<file path="src/rtl/vertical_input_distributor.sv">
// Inbound pad-group router: synchronizes north/west/east pad inputs and steers them to the
// macro slot selected by the active configuration. Optional macro: VERT_IN_DRAIN_HOLD_EN.
module vertical_input_distributor #(
  parameter int unsigned n              = 2,
  parameter int unsigned position       = 0,
  parameter int unsigned SYNC_STAGES    = 2,
  parameter int unsigned QUIESCE_CYCLES = 4
) (
  input  logic        clk,
  input  logic        rst,
  input  logic [3:0]  cfg_in,
  input  logic        cfg_valid,
  output logic        cfg_ready,
  output logic [3:0]  cfg_active,
  output logic        cfg_error,
  output logic        switching,
  input  logic [9:0]  north_i,
  input  logic [13:0] west_i,
  input  logic [13:0] east_i,
  output logic [9:0]  north_i_buf [0:n-1],
  output logic [13:0] west_i_buf  [0:n],
  output logic [13:0] east_i_buf  [0:n]
);

  localparam int unsigned PadW = 38;

  // cfg -> select table, two bits per cfg code, code 0 in the low bits.
  localparam logic [7:0] SelTable = (position == 0) ? 8'b10_01_10_00 :
                                    (position == 1) ? 8'b01_01_00_00 :
                                                      8'b01_10_00_10;

  if (n != 2) begin : gen_bad_n
    $error("vertical_input_distributor: only n == 2 is supported");
  end
  if (position > 2) begin : gen_bad_position
    $error("vertical_input_distributor: position must be 0..2");
  end
  if (SYNC_STAGES < 1 || SYNC_STAGES > 3) begin : gen_bad_sync
    $error("vertical_input_distributor: SYNC_STAGES must be 1..3");
  end
  if (QUIESCE_CYCLES < 1 || QUIESCE_CYCLES > 15) begin : gen_bad_quiesce
    $error("vertical_input_distributor: QUIESCE_CYCLES must be 1..15");
  end

  typedef enum logic [1:0] {StActive, StDrain, StSwitch} state_e;

  state_e      state_q, state_d;
  logic [3:0]  cfg_active_q, cfg_active_d;
  logic [3:0]  pending_q, pending_d;
  logic [3:0]  cnt_q, cnt_d;
  logic        err_q, err_d;
  logic [1:0]  sel_d;

  logic [PadW-1:0] sync_q [SYNC_STAGES];
  logic [9:0]      north_s;
  logic [13:0]     west_s, east_s;

  logic [9:0]  north_q [0:n-1];
  logic [9:0]  north_d [0:n-1];
  logic [13:0] west_q  [0:n];
  logic [13:0] west_d  [0:n];
  logic [13:0] east_q  [0:n];
  logic [13:0] east_d  [0:n];

  // Synchronizer chains run regardless of FSM state.
  always_ff @(posedge clk) begin
    if (rst) begin
      for (int i = 0; i < SYNC_STAGES; i++) sync_q[i] <= '0;
    end else begin
      sync_q[0] <= {north_i, west_i, east_i};
      for (int i = 1; i < SYNC_STAGES; i++) sync_q[i] <= sync_q[i-1];
    end
  end

  assign {north_s, west_s, east_s} = sync_q[SYNC_STAGES-1];

  // State register.
  always_ff @(posedge clk) begin
    if (rst) begin
      state_q      <= StActive;
      cfg_active_q <= '0;
      pending_q    <= '0;
      cnt_q        <= '0;
      err_q        <= 1'b0;
    end else begin
      state_q      <= state_d;
      cfg_active_q <= cfg_active_d;
      pending_q    <= pending_d;
      cnt_q        <= cnt_d;
      err_q        <= err_d;
    end
  end

  // Next-state logic.
  always_comb begin
    state_d      = state_q;
    cfg_active_d = cfg_active_q;
    pending_d    = pending_q;
    cnt_d        = cnt_q;
    err_d        = 1'b0;
    unique case (state_q)
      StActive: begin
        if (cfg_valid) begin
          if (cfg_in > 4'd3) begin
            err_d = 1'b1;
          end else if (cfg_in != cfg_active_q) begin
            pending_d = cfg_in;
            cnt_d     = 4'(QUIESCE_CYCLES - 1);
            state_d   = StDrain;
          end
        end
      end
      StDrain: begin
        if (cnt_q == 4'd0) begin
          state_d = StSwitch;
        end else begin
          cnt_d = cnt_q - 4'd1;
        end
      end
      StSwitch: begin
        cfg_active_d = pending_q;
        state_d      = StActive;
      end
      default: state_d = StActive;
    endcase
  end

  assign sel_d = SelTable[2*cfg_active_d[1:0] +: 2];

  // Output logic; buffer next values follow the next state so gating lands on the
  // first DRAIN cycle and the new slot is live on the first ACTIVE cycle.
  always_comb begin
    cfg_ready = (state_q == StActive) && !rst;
    switching = (state_q == StDrain) || (state_q == StSwitch);
    for (int s = 0; s < n; s++) north_d[s] = '0;
    for (int s = 0; s <= n; s++) begin
      west_d[s] = '0;
      east_d[s] = '0;
    end
    if (state_d == StActive) begin
      for (int s = 0; s < n; s++) begin
        if (sel_d[0] == 1'(s)) north_d[s] = north_s;
      end
      for (int s = 0; s <= n; s++) begin
        if (sel_d == 2'(s)) begin
          west_d[s] = west_s;
          east_d[s] = east_s;
        end
      end
    end
`ifdef VERT_IN_DRAIN_HOLD_EN
    else begin
      // Non-selected slots are already zero, so holding every slot holds only the old one.
      for (int s = 0; s < n; s++) north_d[s] = north_q[s];
      for (int s = 0; s <= n; s++) begin
        west_d[s] = west_q[s];
        east_d[s] = east_q[s];
      end
    end
`endif
  end

  always_ff @(posedge clk) begin
    if (rst) begin
      for (int s = 0; s < n; s++) north_q[s] <= '0;
      for (int s = 0; s <= n; s++) begin
        west_q[s] <= '0;
        east_q[s] <= '0;
      end
    end else begin
      for (int s = 0; s < n; s++) north_q[s] <= north_d[s];
      for (int s = 0; s <= n; s++) begin
        west_q[s] <= west_d[s];
        east_q[s] <= east_d[s];
      end
    end
  end

  assign cfg_active  = cfg_active_q;
  assign cfg_error   = err_q;
  assign north_i_buf = north_q;
  assign west_i_buf  = west_q;
  assign east_i_buf  = east_q;

endmodule

</file>
<file path="config.mk">
export PLATFORM = sky130hd
export DESIGN_NAME = vertical_input_distributor
export DESIGN_NICKNAME = d
export VERILOG_FILES = /design/src/rtl/vertical_input_distributor.sv
export SDC_FILE = /design/constraint.sdc
export NUM_CORES = 1
export LEC_CHECK = 0
export ABC_AREA = 1
export BUFFER_PORTS_ARGS = -buffer_cell sky130_fd_sc_hd__buf_2
export CAP_MARGIN = 40
export CORE_ASPECT_RATIO = 1.75
export CORE_MARGIN = 3
export CORE_UTILIZATION = 51
export CTS_CLUSTER_SIZE = 16
export DETAILED_ROUTE_END_ITERATION = 10
export PLACE_DENSITY_LB_ADDON = 0.05
export SYNTH_ARGS = -nofsm -noshare
export SYNTH_HDL_FRONTEND = slang
export SYNTH_SLANG_ARGS = --single-unit
</file>
<file path="constraint.sdc">
create_clock -name clk -period 2.22 [get_ports clk]
set_input_delay 0.444 -clock clk [delete_from_list [all_inputs] [get_ports clk]]
set_output_delay 0.444 -clock clk [all_outputs]
set_load 0.02 [all_outputs]
</file>
==> results_dict.tcl, run 1 <==
set metrics [dict create \
    fin_skew_ns 0.00708 \
    layout_commonest_cell "dfxtp_1" \
    portBuffers 155 \
    synthTopCellsByArea "dfxtp_1, nor2_1, inv_1" \
    synth-seq-area-share_pct 67.4 \
    coreArea_sq_um 10900 \
    slew_headroom_pct 65.6 \
    yosysTopAreaCell "dfxtp_1" \
    async_flop_share_pct 0 \
    start_util_pct 53.2 \
    grt_pass1_vias 3995 \
    yosys.cell_types.count 24 \
    num_io_pins 156 \
    cts_sinks 195 \
    yosys_warnings 0 \
    clock_latency_ns 0.42 \
    clock_path_buffers 2 \
    grt_antenna_before_repair 0 \
    antenna_left 0 \
    synthFlopType "dfxtp_1" \
    tritoncts "done" \
    routedWlPerCell_microns 11.8 \
    drcViolationCount 0 \
    worstSetupEndpointType "output pin" \
    root_buffer "clkbuf_16" \
    hold_buffers 0 \
    drt-initial-drc-count 128 \
    grt_max_degree 54 \
    htreeDepth 4 \
    p_leak_nw 3.61 \
    cp_common_cell "inv_1" \
    synth_nets 664 \
    placed_cells 884 \
    worst_slew_pin_slew_ns 0.516 \
    final_cells 915 \
    dp_hpwl_mm 7.60 \
    required_ns 1.78 \
    synth_top_cell_area_share_pct 67.4 \
    grt_overflow 0 \
    rsz0062_at_grt "no" \
    cts_setup_buffers 0 \
    clk_pin_slew_worst_paths_ns 0.07 \
    n_fill_cell 908 \
    cp_max_fo 3 \
    worst_setup_path_start_kind "register" \
    syn_avg_cell_area_sq_um 9.43 \
    setup_violations 0 \
    max_freq_ghz 0.520 \
    area_delta_synth_final_pct 25.9 \
    setup_slack_ns 0.296 \
    grt.total_usage_pct 17.9 \
    synth_edf_count 0 \
    vias_per_cell 4.36 \
    cp.arrival_ns 1.48 \
    outcome "finished clean" \
    final_hold_viol_count 0 \
    die-height_microns 147 \
    gp_congestion 0.773 \
    grt_pass1_wl_mm 17.6 \
    min_path_type "in -> reg" \
    maxCapViolCount 0 \
    layout_common_cells "dfxtp_1, nor2_1, buf_2, inv_1, nand2_1" \
    layout-drive-gt1-share_pct 28.2 \
    num_rows 50 \
    cp_num_buf_inv 3 \
    max_stage_delay_ns 0.33 \
    path_cells "inv_1 > ha_1 > inv_1 > nor2_1 > buf_2" \
    final.period_utilization_pct 86.7 \
    first_pass_iters 4 \
    crit_family "buffers and inverters" \
    synth_area_sq_um 5790 \
    power_density_nw_per_um2 998 \
    routed_wl_mm 10.8 \
    nets 823 \
    crit_type "reg -> out" \
    cts-buffers-inserted 17 \
    drv_slew 0 \
    antenna_cells 0 \
    die_x_microns 86.6 \
    die-area_sq_um 12700 \
    dr_total_vias 3989 \
    ctsResizeCount 0 \
    ir_drop_uv 691 \
    finalCriticalPeriod_ns 1.92 \
    synth_seq_cells 195 \
    synthCells 614 \
    tns_ns 0 \
    pre_cts_slack_ns 0.355 \
    cp_slowest_cell "dfxtp_1" \
]
## through the flow
step,area [sq um],util [%],power [mW],hold WS (ns)
2_1_floorplan,5790,-,4.04,0.388
3_3_place_gp,6660,61.2,4.17,0.390
3_5_place_dp,6660,61.2,4.19,0.392
4_1_cts,7290,67.0,7.36,0.200
5_1_grt,7290,67.0,7.56,0.207
6_report,7290,67.0,7.27,0.216
## where the power goes
| part | total, mW | switching (mW) | internal, mW |
|---|---|---|---|
| logic | 0.458 | 0.310 | 0.148 |
| registers | 3.64 | 0.0347 | 3.61 |
| clock network | 3.17 | 1.33 | 1.84 |
## cells by family after synthesis
group                      Yosys count  synth area share (%)
AOI/OAI and AO/OA                   13                  1.21
xor gates and xnor gates             2                 0.303
adders and majority gates            5                  1.08
buffers and inverters              153                  10.6
DFF                                195                  67.4
and+or+nand+nor                    246                  19.4
## routing by layer
metal  vias to the layer above  track usage, %  wire [microns]
met1                      1806            17.1            4090
met4                         0            7.96             200
met5                         -               0               0
met2                       109            33.7            5860
li1                       2057               -               -
met3                        17            5.50             648
## cell type report
cell class	count	area, sq um	area share [%]
clock buffers	18	439	6.03
clock inverters	13	185	2.54
inverters	134	503	6.90
multi-input cells	266	1270	17.5
flip-flops and latches	195	3900	53.6
well taps	130	163	2.23
repair buffers	159	821	11.3
## worst paths after layout
| path | start | to | slack, ns | cells after the start |
|---|---|---|---|---|
| setup / recovery | state_q[0] | cfg_ready | 0.30 | 5 |
| hold / removal | north_i[4] | sync_q[0][32] | 0.22 | 3 |
| setup reg to reg | state_q[0] | east_i_buf[30] | 0.35 | 7 |
| hold reg to reg | sync_q[0][4] | sync_q[0][42] | 0.40 | 2 |
## flip-flops by register name, summed over array words and instances, names as in the netlist
register / count
cfg_error: 1
pending_q: 4
north_i_buf: 20
cfg_active: 4
west_i_buf: 42
sync_q: 76
east_i_buf: 42
state_q: 2
cnt_q: 4
## tightest hold or removal path: cells and delay by family
| kind | cells | cell delay (ns) |
|---|---|---|
| buf+inv | 2 | 0.10 |
| simple gates | 1 | 0.06 |
## cell usage after synthesis (3+ instances only)
library cell,n
nand3_1,3
dfxtp_1,195
a21oi_1,6
o21ai_0,4
buf_2,6
ha_1,5
nor2_1,180
nor2_4,10
nand3_4,3
nor2_2,11
nand2_1,30
inv_1,134
clkbuf_1,10
No activity file was read; power rests on OpenSTA's default activity.
==> inputs of run 2 (changes only) <==
- PLACE_DENSITY: unset -> 0.75
- PLACE_DENSITY_LB_ADDON: 0.05 -> unset
==> results_dict.tcl, run 2 (synthesized netlist as in run 1, its figures left out) <==
set metrics [dict create \
    setup_violations 0 \
    power.share.combinational_pct 6.5 \
    seqPwrFrac_pct 50.9 \
    dpl-instance-area_sq_um 6660 \
    layout_commonest_cell "dfxtp_1" \
    first_pass_iters 4 \
    n_fill_cell 888 \
    hold_path_startpoint "west_i[2]" \
    gp_congestion 0.771 \
    antenna_cells 0 \
    num_rows 50 \
    path_cells "inv_1 > ha_1 > inv_1 > nor2_1 > buf_2" \
    largest-register "sync_q" \
    power_density_nw_per_um2 984 \
    p_leak_nw 3.60 \
    required_ns 1.78 \
    die-height_microns 147 \
    cts-buffers-inserted 17 \
    routed_wl_mm 11.0 \
    vias_per_cell 4.33 \
    coreArea_sq_um 10900 \
    cp.arrival_ns 1.58 \
    maxCapViolCount 0 \
    cts_sinks 195 \
    cp_max_fo 3 \
    crit_type "reg -> out" \
    dp_hpwl_mm 7.87 \
    crit_family "buffers and inverters" \
    root_buffer "clkbuf_16" \
    area_delta_synth_final_pct 25.5 \
    drt-initial-drc-count 120 \
    max_freq_ghz 0.495 \
    switchingPower_mw 1.66 \
    drcViolationCount 0 \
    largest_reg_flops 76 \
    clock_latency_ns 0.42 \
    layout-drive-gt1-share_pct 28.1 \
    cts_setup_buffers 0 \
    tritoncts "done" \
    layout_common_cells "dfxtp_1, nor2_1, buf_2, inv_1, nand2_1" \
    nets 823 \
    slew_headroom_pct 63.2 \
    ir_drop_uv 731 \
    outcome "finished clean" \
    num_io_pins 156 \
    final_hold_viol_count 0 \
    grt.total_usage_pct 18.2 \
    worstSetupEndpointType "output pin" \
    p_clk_share_pct 42.6 \
    finalCriticalPeriod_ns 2.02 \
    cp_common_cell "inv_1" \
    r2r_start "state_q[0]" \
    cp_num_buf_inv 3 \
    routedWlPerCell_microns 12.1 \
    rsz0062_at_grt "no" \
    fin_skew_ns 0.0173 \
    cp-startpoint "state_q[1]" \
    worst_setup_path_start_kind "register" \
    grt_pass1_wl_mm 18.1 \
    max_stage_delay_ns 0.33 \
    worst_slew_pin_slew_ns 0.552 \
    hold_buffers 0 \
    antenna_left 0 \
    final.period_utilization_pct 91.0 \
    portBuffers 155 \
    dr_total_vias 3964 \
    design_area_sq_um 7270 \
    clock_path_buffers 2 \
    cp_slowest_cell "dfxtp_1" \
    min_path_type "in -> reg" \
    start_util_pct 53.2 \
    ctsResizeCount 0 \
    swShare_pct 23.3 \
    grt_pass1_vias 3973 \
    grt_overflow 0 \
    grt_antenna_before_repair 0 \
    grt_max_degree 59 \
    tns_ns 0 \
    p_int_mw 5.49 \
    htreeDepth 4 \
    die_x_microns 86.6 \
    drv_slew 0 \
    die-area_sq_um 12700 \
    clk_pin_slew_worst_paths_ns 0.07 \
]
[run 2: changes by cell type in the layout (fill, tap and decap cells not counted), sizes merged]
| cell | before | now |
|---|---|---|
| clkinv | 2 | 6 |
| inv | 142 | 139 |
| bufinv | 3 | 2 |
| clkbuf | 18 | 19 |
[run 2: worst reg2reg max path, stage by stage (launching register included)]
cell,delay (ns)
dfxtp_1,0.35
inv_1,0.07
ha_1,0.29
o21ai_0,0.32
inv_1,0.09
nor2_1,0.17
nand3_4,0.32
nor2_1,0.22
[run 2: layout make-up]
class | instances | area [sq um] | share of cell area (%)
sequential | 195 | 3900 | 53.7
tap | 130 | 163 | 2.24
clock inverter | 13 | 165 | 2.27
inverter | 134 | 503 | 6.92
clock buffer | 19 | 443 | 6.09
multi-input combinational | 266 | 1270 | 17.5
timing repair buffer | 159 | 818 | 11.3
[run 2: power groups by stage]
stage | registers [mW] | logic [mW] | clock network (mW)
global placement | 3.72 | 0.449 | 0
finish | 3.64 | 0.462 | 3.05
CTS | 3.64 | 0.471 | 3.10
global route | 3.65 | 0.520 | 3.26
floorplan | 3.76 | 0.278 | 0
detailed placement | 3.72 | 0.465 | 0
[run 2: per-stage QoR]
stage                     utilization, %  cells  worst slack (ns)  hold WS (ns)  total power [mW]
after detailed placement            61.2    884             0.331         0.393              4.18
final                               66.8    916             0.200         0.220              7.15
after global routing                66.8    916            0.0884         0.215              7.42
after floorplan                        -    614             0.587         0.388              4.04
after CTS                           66.8    916             0.169         0.211              7.21
after global placement              61.2    884             0.430         0.389              4.17
[run 2: path summary, 6_finish.rpt]
path / end / slack (ns) / depth (start not counted)
min: sync_q[0][16] / 0.22 / 3
max: cfg_ready / 0.20 / 5
max reg2reg: east_i_buf[33] / 0.32 / 7
min reg2reg: sync_q[0][49] / 0.40 / 2
[run 2: metal layers]
layer / routed length (microns) / GRT usage, % / up-vias
met3: 634 / 5.11 / 17
met4: 178 / 6.86 / 0
li1: - / - / 2056
met2: 6290 / 35.9 / 119
met5: 0 / 0 / -
met1: 3940 / 16.9 / 1772
==> inputs of run 3 (changes only) <==
- CORE_UTILIZATION: 51 -> 35
- PLACE_DENSITY: 0.75 -> 0.54
==> results_dict.tcl, run 3 (synthesized netlist as in run 1, its figures left out) <==
set metrics [dict create \
    num_io_pins 156 \
    setup_violations 0 \
    layout_common_cells "dfxtp_1, nor2_1, buf_2, inv_1, nand2_1" \
    min_path_type "in -> reg" \
    ir_drop_uv 520 \
    final_cells 975 \
    clock_path_buffers 2 \
    dp_hpwl_mm 8.22 \
    largest-register "sync_q" \
    cts_setup_buffers 0 \
    placed_cells 943 \
    whs_path_depth 3 \
    antenna_cells 0 \
    r2r-end "east_i_buf[29]" \
    met1Wirelength_mm 4.41 \
    dpl-instance-area_sq_um 6750 \
    max_freq_ghz 0.521 \
    routed_wl_mm 11.4 \
    cts_sinks 195 \
    routed.top_layer "met4" \
    htreeDepth 4 \
    design_area_sq_um 7350 \
    grt_pass1_vias 3864 \
    first_pass_iters 4 \
    p_leak_nw 3.59 \
    setup_slack_ns 0.302 \
    worst_slew_pin_slew_ns 0.412 \
    tns_ns 0 \
    hold_path_startpoint "north_i[1]" \
    vias_per_cell 4.12 \
    die-height_microns 176 \
    tritoncts "done" \
    slew_headroom_pct 72.2 \
    wl_met2_mm 6.12 \
    maxCapViolCount 0 \
    largest_reg_flops 76 \
    outcome "finished clean" \
    fin_skew_ns 0.0108 \
    hold_buffers 0 \
    final.period_utilization_pct 86.4 \
    drcViolationCount 0 \
    drt-initial-drc-count 70 \
    dr_total_vias 4017 \
    dr_wl_met3_microns 558 \
    grt_overflow 0 \
    r2r_start "state_q[0]" \
    area_delta_synth_final_pct 26.9 \
    cp_max_fo 3 \
    nets 823 \
    cp.arrival_ns 1.47 \
    required_ns 1.78 \
    grt_pass1_wl_mm 18.1 \
    start_util_pct 36.1 \
    worst_setup_path_start_kind "register" \
    drv_slew 0 \
    grt_max_degree 66 \
    rr_worst_depth 7 \
    pre_cts_slack_ns 0.318 \
    clock_latency_ns 0.42 \
    die-area_sq_um 18200 \
    die_x_microns 103 \
    coreArea_sq_um 16000 \
    finalCriticalPeriod_ns 1.92 \
    worstSetupEndpointType "output pin" \
    n_fill_cell 1583 \
    grt.total_usage_pct 12.8 \
    final_hold_viol_count 0 \
    clk_pin_slew_worst_paths_ns 0.08 \
    portBuffers 155 \
    cts-buffers-inserted 17 \
    routedWlPerCell_microns 11.6 \
    layout_commonest_cell "dfxtp_1" \
    ctsResizeCount 0 \
    root_buffer "clkbuf_16" \
    grt_antenna_before_repair 0 \
    rsz0062_at_grt "no" \
    worstHoldEndpoint "sync_q[0][29]" \
    gp_congestion 0.741 \
    power_density_nw_per_um2 966 \
    antenna_left 0 \
    layout-drive-gt1-share_pct 28.2 \
    num_rows 61 \
    r2r_slack_ns 0.34 \
    crit_type "reg -> out" \
]
-- run 3: worst max path at each step --
| stage | depth (start not counted) | endpoint | slack, ns | startpoint |
|---|---|---|---|---|
| detailed placement | 7 | east_i_buf[31] | 0.32 | state_q[0] |
| finish | 5 | cfg_ready | 0.30 | state_q[1] |
| global route | 8 | east_i_buf[29] | 0.04 | state_q[0] |
| global placement | 12 | east_i_buf[31] | 0.34 | cfg_in[0] |
| floorplan | 13 | east_i_buf[17] | 0.59 | cfg_active[3] |
| CTS | 5 | cfg_ready | 0.25 | state_q[1] |
-- run 3: stage by stage --
stage	utilization [%]	hold slack (ns)	total power [mW]
2_1_floorplan	-	0.388	4.04
3_3_place_gp	42.1	0.389	4.19
3_5_place_dp	42.1	0.394	4.19
4_1_cts	45.9	0.198	7.20
5_1_grt	45.9	0.206	7.40
6_report	45.9	0.217	7.10
-- run 3: per-layer routing --
metal  up-vias  track usage [%]
met5         -                0
met1      1838             12.9
met3        15             3.48
li1       2055                -
met2       109             23.4
met4         0             5.94
-- run 3: critical path, stage by stage, from the launching register on --
cell and delay [ns]:
dfxtp_1 0.31, inv_1 0.09, ha_1 0.25, inv_1 0.11, nor2_1 0.11, buf_2 0.18
-- run 3: area by class of cell --
| type | count | area (sq um) | share of cell area (%) |
|---|---|---|---|
| clock buffer | 18 | 439 | 5.98 |
| tap | 189 | 236 | 3.22 |
| inverter | 134 | 503 | 6.84 |
| sequential | 195 | 3900 | 53.1 |
| multi-input combinational | 266 | 1270 | 17.3 |
| clock inverter | 14 | 160 | 2.18 |
| timing repair buffer | 159 | 833 | 11.3 |
-- run 3: report_power, final --
group	switching (mW)	internal (mW)	total, mW
clock network	1.45	1.55	3.00
logic	0.315	0.152	0.467
registers	0.0325	3.61	3.64
